===== src/rtl/keypad_entry.sv =====
// Keypad entry: turns debounced 3x4 key levels into press events, builds a BCD digit buffer,
// '*' deletes, '#' commits to a valid/ready output; optional idle timeout clears partials.
// Ports: clk, rst_n, en, numbers[9:0], asterisk, hash -> key_pulse, key_code, entry, entry_len,
//        code_valid/code_ready, code, code_len, err, timeout.
module keypad_entry #(
  parameter int DIGITS  = 4,
  parameter int TIMEOUT = 0
) (
  input  logic                clk,
  input  logic                rst_n,
  input  logic                en,
  input  logic [9:0]          numbers,
  input  logic                asterisk,
  input  logic                hash,
  output logic                key_pulse,
  output logic [3:0]          key_code,
  output logic [4*DIGITS-1:0] entry,
  output logic [3:0]          entry_len,
  output logic                code_valid,
  input  logic                code_ready,
  output logic [4*DIGITS-1:0] code,
  output logic [3:0]          code_len,
  output logic                err,
  output logic                timeout
);

  localparam int EW = 4 * DIGITS;
  localparam logic [1:0] S_REL = 2'd0;
  localparam logic [1:0] S_PRS = 2'd1;
  localparam logic [1:0] S_INV = 2'd2;
  localparam bit TEN = (TIMEOUT > 0);
  localparam logic [23:0] TLAST =
    (TIMEOUT > 0) ? 24'(TIMEOUT - 1) : 24'd0;

  logic [1:0]    r_state;
  logic [23:0]   r_cnt;
  logic          r_key_pulse;
  logic [3:0]    r_key_code;
  logic [EW-1:0] r_entry;
  logic [3:0]    r_len;
  logic          r_code_valid;
  logic [EW-1:0] r_code;
  logic [3:0]    r_code_len;
  logic          r_err;
  logic          r_timeout;

  logic [11:0] w_k;
  logic        w_any;
  logic        w_one;
  logic        w_evt;
  logic        w_acc;
  logic [3:0]  w_code;
  logic        w_dig;
  logic        w_star;
  logic        w_hash;
  logic        w_take;
  logic        w_full;
  logic        w_exp;

  assign w_k   = {hash, asterisk, numbers};
  assign w_any = |w_k;
  // exactly one bit set: clearing the lowest set bit leaves nothing
  assign w_one = w_any && ((w_k & (w_k - 12'd1)) == 12'd0);
  assign w_evt = (r_state == S_REL) && w_one;
  assign w_acc = w_evt && en;

  always_comb begin
    w_code = 4'd0;
    for (int i = 0; i < 12; i++) begin
      if (w_k[i]) w_code = 4'(i);
    end
  end

  assign w_dig  = (w_code < 4'd10);
  assign w_star = (w_code == 4'd10);
  assign w_hash = (w_code == 4'd11);
  assign w_take = r_code_valid && code_ready;
  assign w_full = (r_len == 4'(DIGITS));
  // a key event on the expiry edge takes priority over the timer
  assign w_exp  = TEN && !w_evt && (r_len != 4'd0) &&
                  (r_cnt == TLAST);

  always_ff @(posedge clk or negedge rst_n) begin
    if (!rst_n) begin
      r_state <= S_REL;
    end else begin
      case (r_state)
        S_REL: begin
          if (w_one)      r_state <= S_PRS;
          else if (w_any) r_state <= S_INV;
        end
        S_PRS, S_INV: begin
          if (!w_any) r_state <= S_REL;
        end
        default: r_state <= S_REL;
      endcase
    end
  end

  always_ff @(posedge clk or negedge rst_n) begin
    if (!rst_n) begin
      r_cnt <= 24'd0;
    end else if (!TEN || w_evt || (r_len == 4'd0) || w_exp) begin
      r_cnt <= 24'd0;
    end else begin
      r_cnt <= r_cnt + 24'd1;
    end
  end

  always_ff @(posedge clk or negedge rst_n) begin
    if (!rst_n) begin
      r_key_pulse  <= 1'b0;
      r_key_code   <= 4'd0;
      r_entry      <= '0;
      r_len        <= 4'd0;
      r_code_valid <= 1'b0;
      r_code       <= '0;
      r_code_len   <= 4'd0;
      r_err        <= 1'b0;
      r_timeout    <= 1'b0;
    end else begin
      r_key_pulse <= w_acc;
      r_err       <= 1'b0;
      r_timeout   <= 1'b0;
      if (w_take) r_code_valid <= 1'b0;
      if (w_acc) begin
        r_key_code <= w_code;
        unique case (1'b1)
          w_dig: begin
            if (!w_full) begin
              r_entry <= (r_entry << 4) | EW'(w_code);
              r_len   <= r_len + 4'd1;
            end else begin
              r_err <= 1'b1;
            end
          end
          w_star: begin
            if (r_len != 4'd0) begin
              r_entry <= r_entry >> 4;
              r_len   <= r_len - 4'd1;
            end
          end
          w_hash: begin
            if (r_len == 4'd0) begin
              r_err <= 1'b1;
            end else if (r_code_valid && !code_ready) begin
              r_err <= 1'b1;
            end else begin
              r_code       <= r_entry;
              r_code_len   <= r_len;
              r_code_valid <= 1'b1;
              r_entry      <= '0;
              r_len        <= 4'd0;
            end
          end
          default: ;
        endcase
      end else if (w_exp) begin
        r_entry   <= '0;
        r_len     <= 4'd0;
        r_timeout <= 1'b1;
      end
    end
  end

  assign key_pulse  = r_key_pulse;
  assign key_code   = r_key_code;
  assign entry      = r_entry;
  assign entry_len  = r_len;
  assign code_valid = r_code_valid;
  assign code       = r_code;
  assign code_len   = r_code_len;
  assign err        = r_err;
  assign timeout    = r_timeout;

endmodule


===== config.mk =====
export PLATFORM = sky130hd
export DESIGN_NAME = keypad_entry
export DESIGN_NICKNAME = d
export VERILOG_FILES = /design/src/rtl/keypad_entry.sv
export SDC_FILE = /design/constraint.sdc
export NUM_CORES = 1
export LEC_CHECK = 0
export BUFFER_PORTS_ARGS = -buffer_cell sky130_fd_sc_hd__buf_4
export CORE_MARGIN = 2
export CORE_UTILIZATION = 45
export DETAILED_ROUTE_END_ITERATION = 7
export GPL_TIMING_DRIVEN = 1
export PLACE_DENSITY = 0.7
export SYNTH_ARGS = -nofsm -noshare
export SYNTH_HDL_FRONTEND = slang
export SYNTH_SLANG_ARGS = --single-unit

===== constraint.sdc =====
create_clock -name clk -period 3 [get_ports clk]
set_clock_uncertainty 0.15 [all_clocks]
set_input_delay 0.3 -clock clk [delete_from_list [all_inputs] [get_ports clk]]
set_output_delay 0.3 -clock clk [all_outputs]
set_load 0.02 [all_outputs]

==> results_dict.tcl <==
set metrics [dict create \
    drt-pass1-iter-count 4 \
    antenna_found_initial 0 \
    ys_seq_elements 49 \
    row_count 27 \
    dp_hpwl_um 3810 \
    fin_nets 305 \
    cts_buffers 5 \
    slowest_stage "or3_4" \
    crit_path_end "code[3]" \
    synth_top_area_share_pct 49.5 \
    critPathBufInv 1 \
    htree_levels 2 \
    die_area_um2 6110 \
    start_kind "input port" \
    grt_pass1_vias 1747 \
    syn_area_um2 2480 \
    wirelength_um 5170 \
    ctsRootBufferMaster "clkbuf_8" \
    power.density_nw_per_um2 396 \
    finalSetupViolCount 0 \
    coreArea_um2 5410 \
    synthCells 224 \
    status "finished, final reports clean" \
    cts.repair.resized 0 \
    reg2reg_depth 6 \
    die_h_um 78.2 \
    dr.first_iter.drc_count 107 \
    drive_gt1_share_pct 34.8 \
    worstSetupEndpointType "flip-flop" \
    maxCapViolations 0 \
    crit_required_ps 3030 \
    hold_viol_final 0 \
    clock_latency_ps 290 \
    fin_total_pwr_uw 1220 \
    cp_max_fo 20 \
    n_fill_cell 485 \
    yosysSeqAreaShare_pct 49.5 \
    diodes 0 \
    path_class "in2reg" \
    via_count 1904 \
    port_buffers 62 \
    ys_warn_count 0 \
    clockBufferDepth 2 \
    syn_nets 243 \
    die_x_um 78.2 \
    fin_tns_setup_ps 0 \
    crit_chain "buf_4 -> nor4_2 -> nand3_1 -> o311ai_1 -> nand4b_4 -> or3_4 -> mux2_4" \
    postRouteAntennaNets 0 \
    grt_overflow 0 \
    postPlaceCellArea_um2 3000 \
    drv_slew 0 \
    detail_route.vias_per_cell 5.30 \
    ys_top_cells_by_area "dfrtp_1 (49%), mux2_4 (12%), nand2_1 (4.5%)" \
    crit_cells 7 \
    timing.hold.ws_ps 164 \
    syn-mean-instance-area_um2 11.1 \
    gp_congestion 0.804 \
    leakagePower_uw 0.00158 \
    clk_pin_slew_worst_paths_ps 90 \
    r2r-end "code[3]" \
    grt_pass1_wl_um 8560 \
    ios 64 \
    regToRegStartpoint "r_state[0]" \
    max-slew-margin-rel_pct 42.9 \
    fmaxAchievable_ghz 0.410 \
    worstPathArrival_ps 2470 \
    async_flop_share_pct 100 \
    fin_area_um2 3090 \
    initial_utilization_pct 45.8 \
    grt_usage_pct 17.4 \
    crit_family "simple AND/OR/NAND/NOR gates" \
    fin_crit_sh_pct 81.3 \
    synth_edf_count 0 \
    slowest_delay_ps 550 \
    ir_drop_mv 0.213 \
    syn_to_final_growth_pct 24.8 \
    ys_types 47 \
    ys.flop_type "dfrtp_1" \
    post_cts_buffers 0 \
    wl_per_cell_um 14.4 \
    grt_setup_unrepaired "false" \
    min-delay-start "code_ready" \
    cts_tree "done" \
    drc 0 \
    cts_sinks 49 \
    fin_crit_ps 2440 \
    hold_class "in2reg" \
    rrSetupSlack_ps 770 \
    crit_start "numbers[7]" \
    synth_top_area_cell "dfrtp_1" \
    worstMarginPinSlew_ps 855 \
    grt_max_degree 50 \
]
stage by stage:
stage / worst slack [ps] / instances / util (%)
floorplan: 615 / 224 / -
global placement: 273 / 350 / 55.4
detailed placement: 236 / 350 / 55.4
CTS: 554 / 359 / 57.2
global route: 425 / 359 / 57.2
finish: 560 / 359 / 57.2
cell families after synthesis:
group                    after synthesis  share of synthesized area (%)
AO/OA/AOI/OAI                         59                           15.3
flip-flops                            49                           49.5
XOR/XNOR                               2                          0.707
other                                  1                          0.151
buffers and inverters                 18                           3.64
adder cells (fa/ha/maj)                4                           1.92
multiplexers                          23                           13.4
AND/OR/NAND/NOR                       68                           15.5
Yosys cell counts (2+ instances only):
master and n:
mux2_4 20, a21o_1 5, o21ai_0 9, nand2_1 30, buf_2 3, and2_1 3
nand2b_1 2, inv_1 6, xor2_1 2, clkbuf_1 6, dfrtp_1 49, nand3_1 3
mux2i_1 2, a21oi_1 7, nor4_1 2, o21ai_1 17, nor2b_1 4, nor3_1 3
buf_6 2, o21bai_1 2, nand3b_1 4, ha_1 3, a2111oi_0 2, nor2_1 7
a22oi_1 9
power by group:
| group | leakage (uW) | total, uW | internal (uW) | switching, uW |
|---|---|---|---|---|
| logic | 0.000858 | 167 | 69.2 | 98.1 |
| clock network | 0.0000439 | 372 | 161 | 211 |
| registers | 0.000678 | 685 | 673 | 11.9 |
worst min-delay path, cell delays in order:
cell,delay [ps]
buf_4,80
nor2b_1,50
o21bai_1,150
state kept, by name (all words and copies together) (netlist names):
name	cells
code	16
entry	16
code_len	4
entry_len	4
key_code	4
r_state	2
code_valid	1
err	1
key_pulse	1
how the worst min path moves through the flow:
stage | cells past startpoint | end
after floorplan | 0 | code[0]
after global routing | 3 | code_valid
after global placement | 1 | code_len[1]
after detailed placement | 1 | code_len[1]
after CTS | 3 | code_valid
final | 3 | code_valid
placed cells by master, fill, tap and decap left out, types with 3 or more instances in the layout:
master,Yosys,routed
nand3b_1,4,4
o21ai_1,17,17
clkbuf_8,0,5
nand3_1,3,3
ha_1,3,3
a22oi_1,9,9
o21ai_0,9,9
a21o_1,5,5
and2_1,3,3
mux2_4,20,20
dfrtp_1,49,49
nor3_1,3,3
a21oi_1,7,7
nor2_1,7,7
buf_4,1,66
nand2_1,30,30
inv_1,6,6
nor2b_1,4,4
metal layers:
metal / vias to the layer above / routed length [um] / global-route usage, %
met5: - / 0 / 0
met4: 0 / 34 / 2.63
met3: 5 / 256 / 3.33
met2: 49 / 2500 / 29.3
met1: 919 / 2380 / 24.1
li1: 931 / - / -
final cells by class:
type	count	area [um^2]	area share [%]
clock buffers	5	68.8	2.23
clock inverters	3	17.5	0.567
inverters	6	22.5	0.728
multi-input cells	157	1160	37.6
flip-flops and latches	49	1230	39.7
well taps	72	90.1	2.91
repair buffers	67	505	16.3
repair_timing:
item / 4_1_cts / 5_1_grt
endpoints found under the hold margin: 49 / 0
setup endpoints to repair: 0 / 0
hold buffers: 1 / 0
Power figures use the tool's default switching activity.
